===== src/rtl/irq_controller.sv =====
// Interrupt controller for the Bridge device bus.
// Latches device IRQ lines into PENDING, masks them and picks one source.
// It raises IRQ to the CPU and holds that source in service until the handler writes EOI.
// Ports: clk, reset (sync, active-high), Addr[31:2]/WE/Din/Dout (device bus, Addr[3:2] decoded),
//        irq_in (raw device lines), int_ack (CPU handler entry pulse),
//        IRQ (registered request), vector (registered source index).
// Optional: define IRQ_CTRL_ROUND_ROBIN_EN for rotating priority with last_served in STATUS[18:16].
module irq_controller #(
    parameter int unsigned N_SRC = 6,
    parameter int unsigned VEC_W = 3
) (
    input  logic              clk,
    input  logic              reset,
    input  logic [31:2]       Addr,
    input  logic              WE,
    input  logic [31:0]       Din,
    output logic [31:0]       Dout,
    input  logic [N_SRC-1:0]  irq_in,
    input  logic              int_ack,
    output logic              IRQ,
    output logic [VEC_W-1:0]  vector
);

    localparam logic [1:0] A_MASK    = 2'd0;
    localparam logic [1:0] A_PENDING = 2'd1;
    localparam logic [1:0] A_STATUS  = 2'd2;
    localparam logic [1:0] A_CTRL    = 2'd3;

    typedef enum logic [1:0] {
        ST_IDLE    = 2'd0,
        ST_REQ     = 2'd1,
        ST_SERVICE = 2'd2
    } state_t;

    state_t             r_state;
    state_t             w_state_nxt;
    logic [N_SRC-1:0]   r_mask;
    logic [N_SRC-1:0]   r_pending;
    logic [N_SRC-1:0]   r_irq_prev;
    logic [1:0]         r_ctrl;
    logic               r_irq;
    logic [VEC_W-1:0]   r_vector;

    logic               w_gen;
    logic               w_edge;
    logic               w_wr_mask;
    logic               w_wr_pend;
    logic               w_wr_status;
    logic               w_wr_ctrl;
    logic [N_SRC-1:0]   w_set;
    logic [N_SRC-1:0]   w_clr;
    logic [N_SRC-1:0]   w_pend_nxt;
    logic [N_SRC-1:0]   w_cand;
    logic [N_SRC-1:0]   w_vec_onehot;
    logic               w_abort;
    logic [VEC_W-1:0]   w_sel;
    logic               w_irq_nxt;
    logic [VEC_W-1:0]   w_vec_nxt;
    logic               w_ack_clr;
    logic [31:0]        w_status;
    logic               w_unused;

    assign w_gen  = r_ctrl[0];
    assign w_edge = r_ctrl[1];

    // Bus write decode
    assign w_wr_mask   = WE && (Addr[3:2] == A_MASK);
    assign w_wr_pend   = WE && (Addr[3:2] == A_PENDING);
    assign w_wr_status = WE && (Addr[3:2] == A_STATUS);
    assign w_wr_ctrl   = WE && (Addr[3:2] == A_CTRL);

    assign w_unused = ^{Addr[31:4], Din[31:N_SRC]};

    // Request detection; set beats any same-cycle clear
    assign w_set        = w_edge ? (irq_in & ~r_irq_prev) : irq_in;
    assign w_vec_onehot = N_SRC'(1) << r_vector;
    assign w_clr        = (w_wr_pend ? Din[N_SRC-1:0] : '0) | (w_ack_clr ? w_vec_onehot : '0);
    assign w_pend_nxt   = (r_pending & ~w_clr) | w_set;

    assign w_cand  = r_pending & r_mask;
    assign w_abort = !w_gen || ((w_cand & w_vec_onehot) == '0);

`ifdef IRQ_CTRL_ROUND_ROBIN_EN
    logic [VEC_W-1:0]   r_last;
    logic [VEC_W-1:0]   w_rr_start;
    int unsigned        w_idx;

    // Rotating priority: search from last_served+1 and wrap
    always_comb begin
        w_sel      = '0;
        w_idx      = 0;
        w_rr_start = (r_last == VEC_W'(N_SRC - 1)) ? '0 : (r_last + VEC_W'(1));
        for (int k = N_SRC - 1; k >= 0; k--) begin
            w_idx = 32'(w_rr_start) + 32'(k);
            if (w_idx >= N_SRC) begin
                w_idx = w_idx - N_SRC;
            end
            if (((w_cand >> w_idx) & N_SRC'(1)) != '0) begin
                w_sel = VEC_W'(w_idx);
            end
        end
    end
`else
    // Fixed priority: lowest index wins
    always_comb begin
        w_sel = '0;
        for (int i = N_SRC - 1; i >= 0; i--) begin
            if (w_cand[i]) begin
                w_sel = VEC_W'(i);
            end
        end
    end
`endif

    // FSM state register
    always_ff @(posedge clk) begin
        if (reset) begin
            r_state <= ST_IDLE;
        end else begin
            r_state <= w_state_nxt;
        end
    end

    // FSM next state; int_ack in REQ takes precedence over abort
    always_comb begin
        w_state_nxt = r_state;
        case (r_state)
            ST_IDLE:    if (w_gen && (w_cand != '0)) w_state_nxt = ST_REQ;
            ST_REQ: begin
                if (int_ack) begin
                    w_state_nxt = ST_SERVICE;
                end else if (w_abort) begin
                    w_state_nxt = ST_IDLE;
                end
            end
            ST_SERVICE: if (w_wr_status) w_state_nxt = ST_IDLE;
            default:    w_state_nxt = ST_IDLE;
        endcase
    end

    // FSM outputs: next IRQ/vector and the ack-driven pending clear
    always_comb begin
        w_irq_nxt = r_irq;
        w_vec_nxt = r_vector;
        w_ack_clr = 1'b0;
        case (r_state)
            ST_IDLE: begin
                if (w_gen && (w_cand != '0)) begin
                    w_irq_nxt = 1'b1;
                    w_vec_nxt = w_sel;
                end
            end
            ST_REQ: begin
                if (int_ack) begin
                    w_irq_nxt = 1'b0;
                    w_ack_clr = 1'b1;
                end else if (w_abort) begin
                    w_irq_nxt = 1'b0;
                end
            end
            default: w_irq_nxt = 1'b0;
        endcase
    end

    // Register file and registered outputs
    always_ff @(posedge clk) begin
        if (reset) begin
            r_mask     <= '0;
            r_pending  <= '0;
            r_irq_prev <= '0;
            r_ctrl     <= '0;
            r_irq      <= 1'b0;
            r_vector   <= '0;
`ifdef IRQ_CTRL_ROUND_ROBIN_EN
            r_last     <= VEC_W'(N_SRC - 1);
`endif
        end else begin
            r_irq_prev <= irq_in;
            r_pending  <= w_pend_nxt;
            if (w_wr_mask) r_mask <= Din[N_SRC-1:0];
            if (w_wr_ctrl) r_ctrl <= Din[1:0];
            r_irq      <= w_irq_nxt;
            r_vector   <= w_vec_nxt;
`ifdef IRQ_CTRL_ROUND_ROBIN_EN
            if (w_ack_clr) r_last <= r_vector;
`endif
        end
    end

    assign IRQ    = r_irq;
    assign vector = r_vector;

    // Read mux
    always_comb begin
        w_status                = '0;
        w_status[9:8]           = r_state;
        w_status[VEC_W-1:0]     = r_vector;
`ifdef IRQ_CTRL_ROUND_ROBIN_EN
        w_status[18:16]         = 3'(r_last);
`endif
        Dout = '0;
        case (Addr[3:2])
            A_MASK:    Dout = 32'(r_mask);
            A_PENDING: Dout = 32'(r_pending);
            A_STATUS:  Dout = w_status;
            A_CTRL:    Dout = 32'(r_ctrl);
            default:   Dout = '0;
        endcase
    end

endmodule


===== config.mk =====
export PLATFORM = sky130hd
export DESIGN_NAME = irq_controller
export DESIGN_NICKNAME = d
export VERILOG_FILES = /design/src/rtl/irq_controller.sv
export SDC_FILE = /design/constraint.sdc
export NUM_CORES = 1
export LEC_CHECK = 0
export CAP_MARGIN = 20
export CORE_ASPECT_RATIO = 2
export CORE_MARGIN = 1
export CORE_UTILIZATION = 38
export DETAILED_ROUTE_END_ITERATION = 7
export HOLD_SLACK_MARGIN = 0.05
export PLACE_DENSITY = 0.94
export SYNTH_ARGS = -nofsm -noshare
export SYNTH_HDL_FRONTEND = slang
export SYNTH_SLANG_ARGS = --single-unit

===== constraint.sdc =====
create_clock -name clk -period 2.5 [get_ports clk]
set_input_delay 0.5 -clock clk [delete_from_list [all_inputs] [get_ports clk]]
set_output_delay 0.5 -clock clk [all_outputs]
set_load 0.05 [all_outputs]

==> impl_metrics.csv <==
group,metric,value,unit
timing,grt_setup_unrepaired,"no",
die,floorplan.die.width,47.3,um
clock_tree,tritoncts.num_buffers,3,
outcome,outcome,"complete, no violations",
timing,final_min_period_over_clock_period,0.968,
logic_synthesis,mappedNetlistArea,1560,um2
cells_and_area,mostFrequentLayoutCell,"sky130_fd_sc_hd__dfxtp_1",
setup_path,timing_worst_setup_path_type,"input port to output pin",
setup_path,cp_delay_by_family_top,"buffers and inverters",
logic_synthesis,number_of_synthesized_flops_with_an_enable_pin,0,
cells_and_area,final_cell_count_no_fill,246,
timing,slew_violations,0,
setup_path,instance_count_on_the_critical_path,6,
drt,avgRoutedWirePerCell,14.8,um
setup_path,endpoint_kind,"output pin",
drt,vias_per_cell,5.43,
clock_tree,insertion_delay,0.27,ns
power_and_ir_drop,power_leakage,0.749,nW
power_and_ir_drop,p_int,0.724,mW
clock_tree,clk_path_buf_depth,2,
placed_design,place_hpwl,2780,um
die,design.die.area,4380,um2
setup_path,reg_to_reg_start,"vector[1]$_SDFFE_PP0P_",
placed_design,globalplace.congestion,0.944,
global_routing,grtUsageTotal,0.183,
power_and_ir_drop,power.net_switching,0.304,mW
global_routing,grt_pass1_wl,5790,um
logic_synthesis,avgSynthCellArea,9.28,um2
placed_design,dp_slack,0.0687,ns
timing,max-slew-margin-rel,0.663,
clock_tree,cts_tree,"done",
clock_tree,cts_setup_buffers,0,
logic_synthesis,most_used_flip_flop_cell_after_synthesis,"sky130_fd_sc_hd__dfxtp_1",
clock_tree,htreeDepth,1,
logic_synthesis,synth.yosys.seq_area_share,0.334,
timing,final-setup-viol-count,0,
setup_path,critPathMaxFanout,6,
logic_synthesis,synth_cell_types,46,
min_path,whs_path_depth,2,
setup_path,critical_path_launch_point_type,"input port",
clock_tree,cts_resized,0,
min_path,min_from,"IRQ$_SDFFE_PP0P_",
logic_synthesis,async_s_r_ff_share_synth,0,
power_and_ir_drop,pwr_density_cell,541,nW/um2
setup_path,worst_path_largest_cell_delay,0.60,ns
timing,fin_crit,2.42,ns
timing,pnr_worst_setup_slack,0.0799,ns
die,floorplan.die.height,92.6,um
job,drv.max_cap_violation_count,0,
cells_and_area,design.final.nets,268,
power_and_ir_drop,share_comb_of_total_power,0.220,
global_routing,antenna_found_initial,0,
drt,drtPass1Iterations,4,
setup_path,timing.critical_path.required,2.00,ns
global_routing,grt_pass1_vias,1272,
cells_and_area,layout_common_cells,"sky130_fd_sc_hd__dfxtp_1, sky130_fd_sc_hd__conb_1, sky130_fd_sc_hd__clkdlybuf4s50_1",
global_routing,globalRouteOverflowTotal,0,
cells_and_area,n_antenna_cell,0,
setup_path,path_buf_inv,3,
clock_tree,total_of_hold_buffers_inserted_after_clock_tree_synthesis,0,
die,placeableCoreArea,3880,um2
drt,drt_drc_violations_left,0,
setup_path,timing.reg2reg.worst_path_depth,4,
placed_design,numPlacedInstances,242,
die,initial_utilization,0.401,
setup_path,ff2ff_setup_slack,0.92,ns
min_path,hold_path_class,"flop to flop",
cells_and_area,areaGrowthSynthToFinish,22.0,%
clock_tree,path_clk_slew,0.09,ns
power_and_ir_drop,pwr-share-seq,0.443,
drt,postRouteWirelength,3630,um
global_routing,grt_start_max_net_pins,20,
power_and_ir_drop,switching_share,0.296,
drt,drt_first_iter_violations,57,
timing,clock-skew-final,0.00269,ns
logic_synthesis,synth.ff_latch_count,26,
timing,hold_viol_final,0,
setup_path,worstPathCellList,"clkdlybuf4s50_1 -> buf_4 -> nor2b_4 -> nand2_1 -> o21ai_0 -> buf_12",
timing,worst_pin_slew,0.505,ns
cells_and_area,finalCoreUtilization,0.490,
die,floorplan.io_pins,108,
setup_path,critical_path.reg2reg.endpoint,"IRQ$_SDFFE_PP0P_",
timing,max_clock_freq,413,MHz
die,number_of_rows_in_the_core_area,32,
setup_path,critical_path_arrival,1.92,ns
min_path,worstHoldEndpoint,"IRQ$_SDFFE_PP0P_",
cells_and_area,layout-drive-gt1-share,0.159,
drt,antenna_violating_nets_left,0,
clock_tree,cts_root_buf,"sky130_fd_sc_hd__clkbuf_8",
logic_synthesis,netlist_instances,168,
power_and_ir_drop,peakVddDrop,0.337,mV
timing,fin_tns_setup,0,ns
drt,vias,1335,
placed_design,numPortBuffers,29,
clock_tree,cts.sinks,26,
setup_path,critical-path-slowest-cell,"sky130_fd_sc_hd__clkdlybuf4s50_1",
logic_synthesis,yosys_warnings,0,
power_and_ir_drop,clkPwrFrac,0.337,
==> how the worst max path moves through the flow <==
stage / end / from
floorplan: Dout[2] / Addr[2]
global placement: Dout[2] / Addr[3]
detailed placement: Dout[2] / Addr[3]
CTS: Dout[2] / Addr[3]
global route: Dout[2] / Addr[3]
finish: Dout[2] / Addr[3]
==> registers in the layout (all words and copies together), names as in the netlist <==
name        count
r_irq_prev      6
r_mask          6
r_pending       6
vector          3
r_ctrl          2
r_state         2
IRQ             1
==> cell type report <==
cell class	count	area, um2
clock inverters	1	30.0
flip-flops and latches	26	520
clock buffers	3	41.3
repair buffers	33	375
well taps	51	63.8
multi-input cells	129	860
fillers	380	1980
inverters	3	11.3
==> per-layer routing <==
metal | track usage | wire (um) | up-vias
li1 | - | - | 607
met1 | 0.177 | 1230 | 613
met2 | 0.325 | 2020 | 96
met3 | 0.0214 | 229 | 19
met4 | 0.124 | 152 | 0
met5 | 0 | 0 | -
==> tightest hold or removal path, cell delays in order, from the launching register on <==
cell and delay (ns):
sky130_fd_sc_hd__dfxtp_1 0.32, sky130_fd_sc_hd__nand3_1 0.06, sky130_fd_sc_hd__o22ai_1 0.06
==> power by group through the flow <==
stage	registers (mW)	clock network (mW)	logic (mW)
finish	0.456	0.346	0.227
floorplan	0.457	0	0.193
detailed placement	0.463	0	0.226
global route	0.457	0.365	0.240
global placement	0.462	0	0.222
CTS	0.454	0.350	0.226
==> through the flow <==
stage          cell area [um2]  power [mW]  hold slack (ns)
3_5_place_dp              1830       0.689            0.461
4_1_cts                   1900        1.03            0.475
3_3_place_gp              1830       0.684            0.459
5_1_grt                   1900        1.06            0.512
6_report                  1900        1.03            0.474
2_1_floorplan             1650       0.651            0.461
==> cell usage after synthesis, types with 2 or more instances <==
cell | instances | area share
sky130_fd_sc_hd__a32o_1 | 5 | 0.032
sky130_fd_sc_hd__buf_2 | 2 | 0.0064
sky130_fd_sc_hd__a22o_2 | 3 | 0.019
sky130_fd_sc_hd__inv_1 | 2 | 0.0048
sky130_fd_sc_hd__a32oi_1 | 2 | 0.011
sky130_fd_sc_hd__buf_6 | 3 | 0.022
sky130_fd_sc_hd__a22oi_1 | 3 | 0.014
sky130_fd_sc_hd__dfxtp_1 | 26 | 0.33
sky130_fd_sc_hd__buf_4 | 25 | 0.12
sky130_fd_sc_hd__a21oi_1 | 4 | 0.013
sky130_fd_sc_hd__o21ai_0 | 4 | 0.013
sky130_fd_sc_hd__nor2_1 | 17 | 0.041
sky130_fd_sc_hd__nand4b_1 | 2 | 0.011
sky130_fd_sc_hd__nor2b_1 | 6 | 0.024
sky130_fd_sc_hd__mux4_1 | 2 | 0.034
sky130_fd_sc_hd__nand3_1 | 6 | 0.019
sky130_fd_sc_hd__nand2_1 | 15 | 0.036
sky130_fd_sc_hd__a2111oi_2 | 2 | 0.019
sky130_fd_sc_hd__mux2i_1 | 12 | 0.077
==> cells by family after synthesis <==
group                  Yosys count  synth area share
AOI/OAI and AO/OA               32             0.171
buffers and inverters           36             0.170
muxes                           14             0.111
DFF                             26             0.334
other                            1           0.00241
and+or+nand+nor                 59             0.212
(Power assumes the default switching activity.)
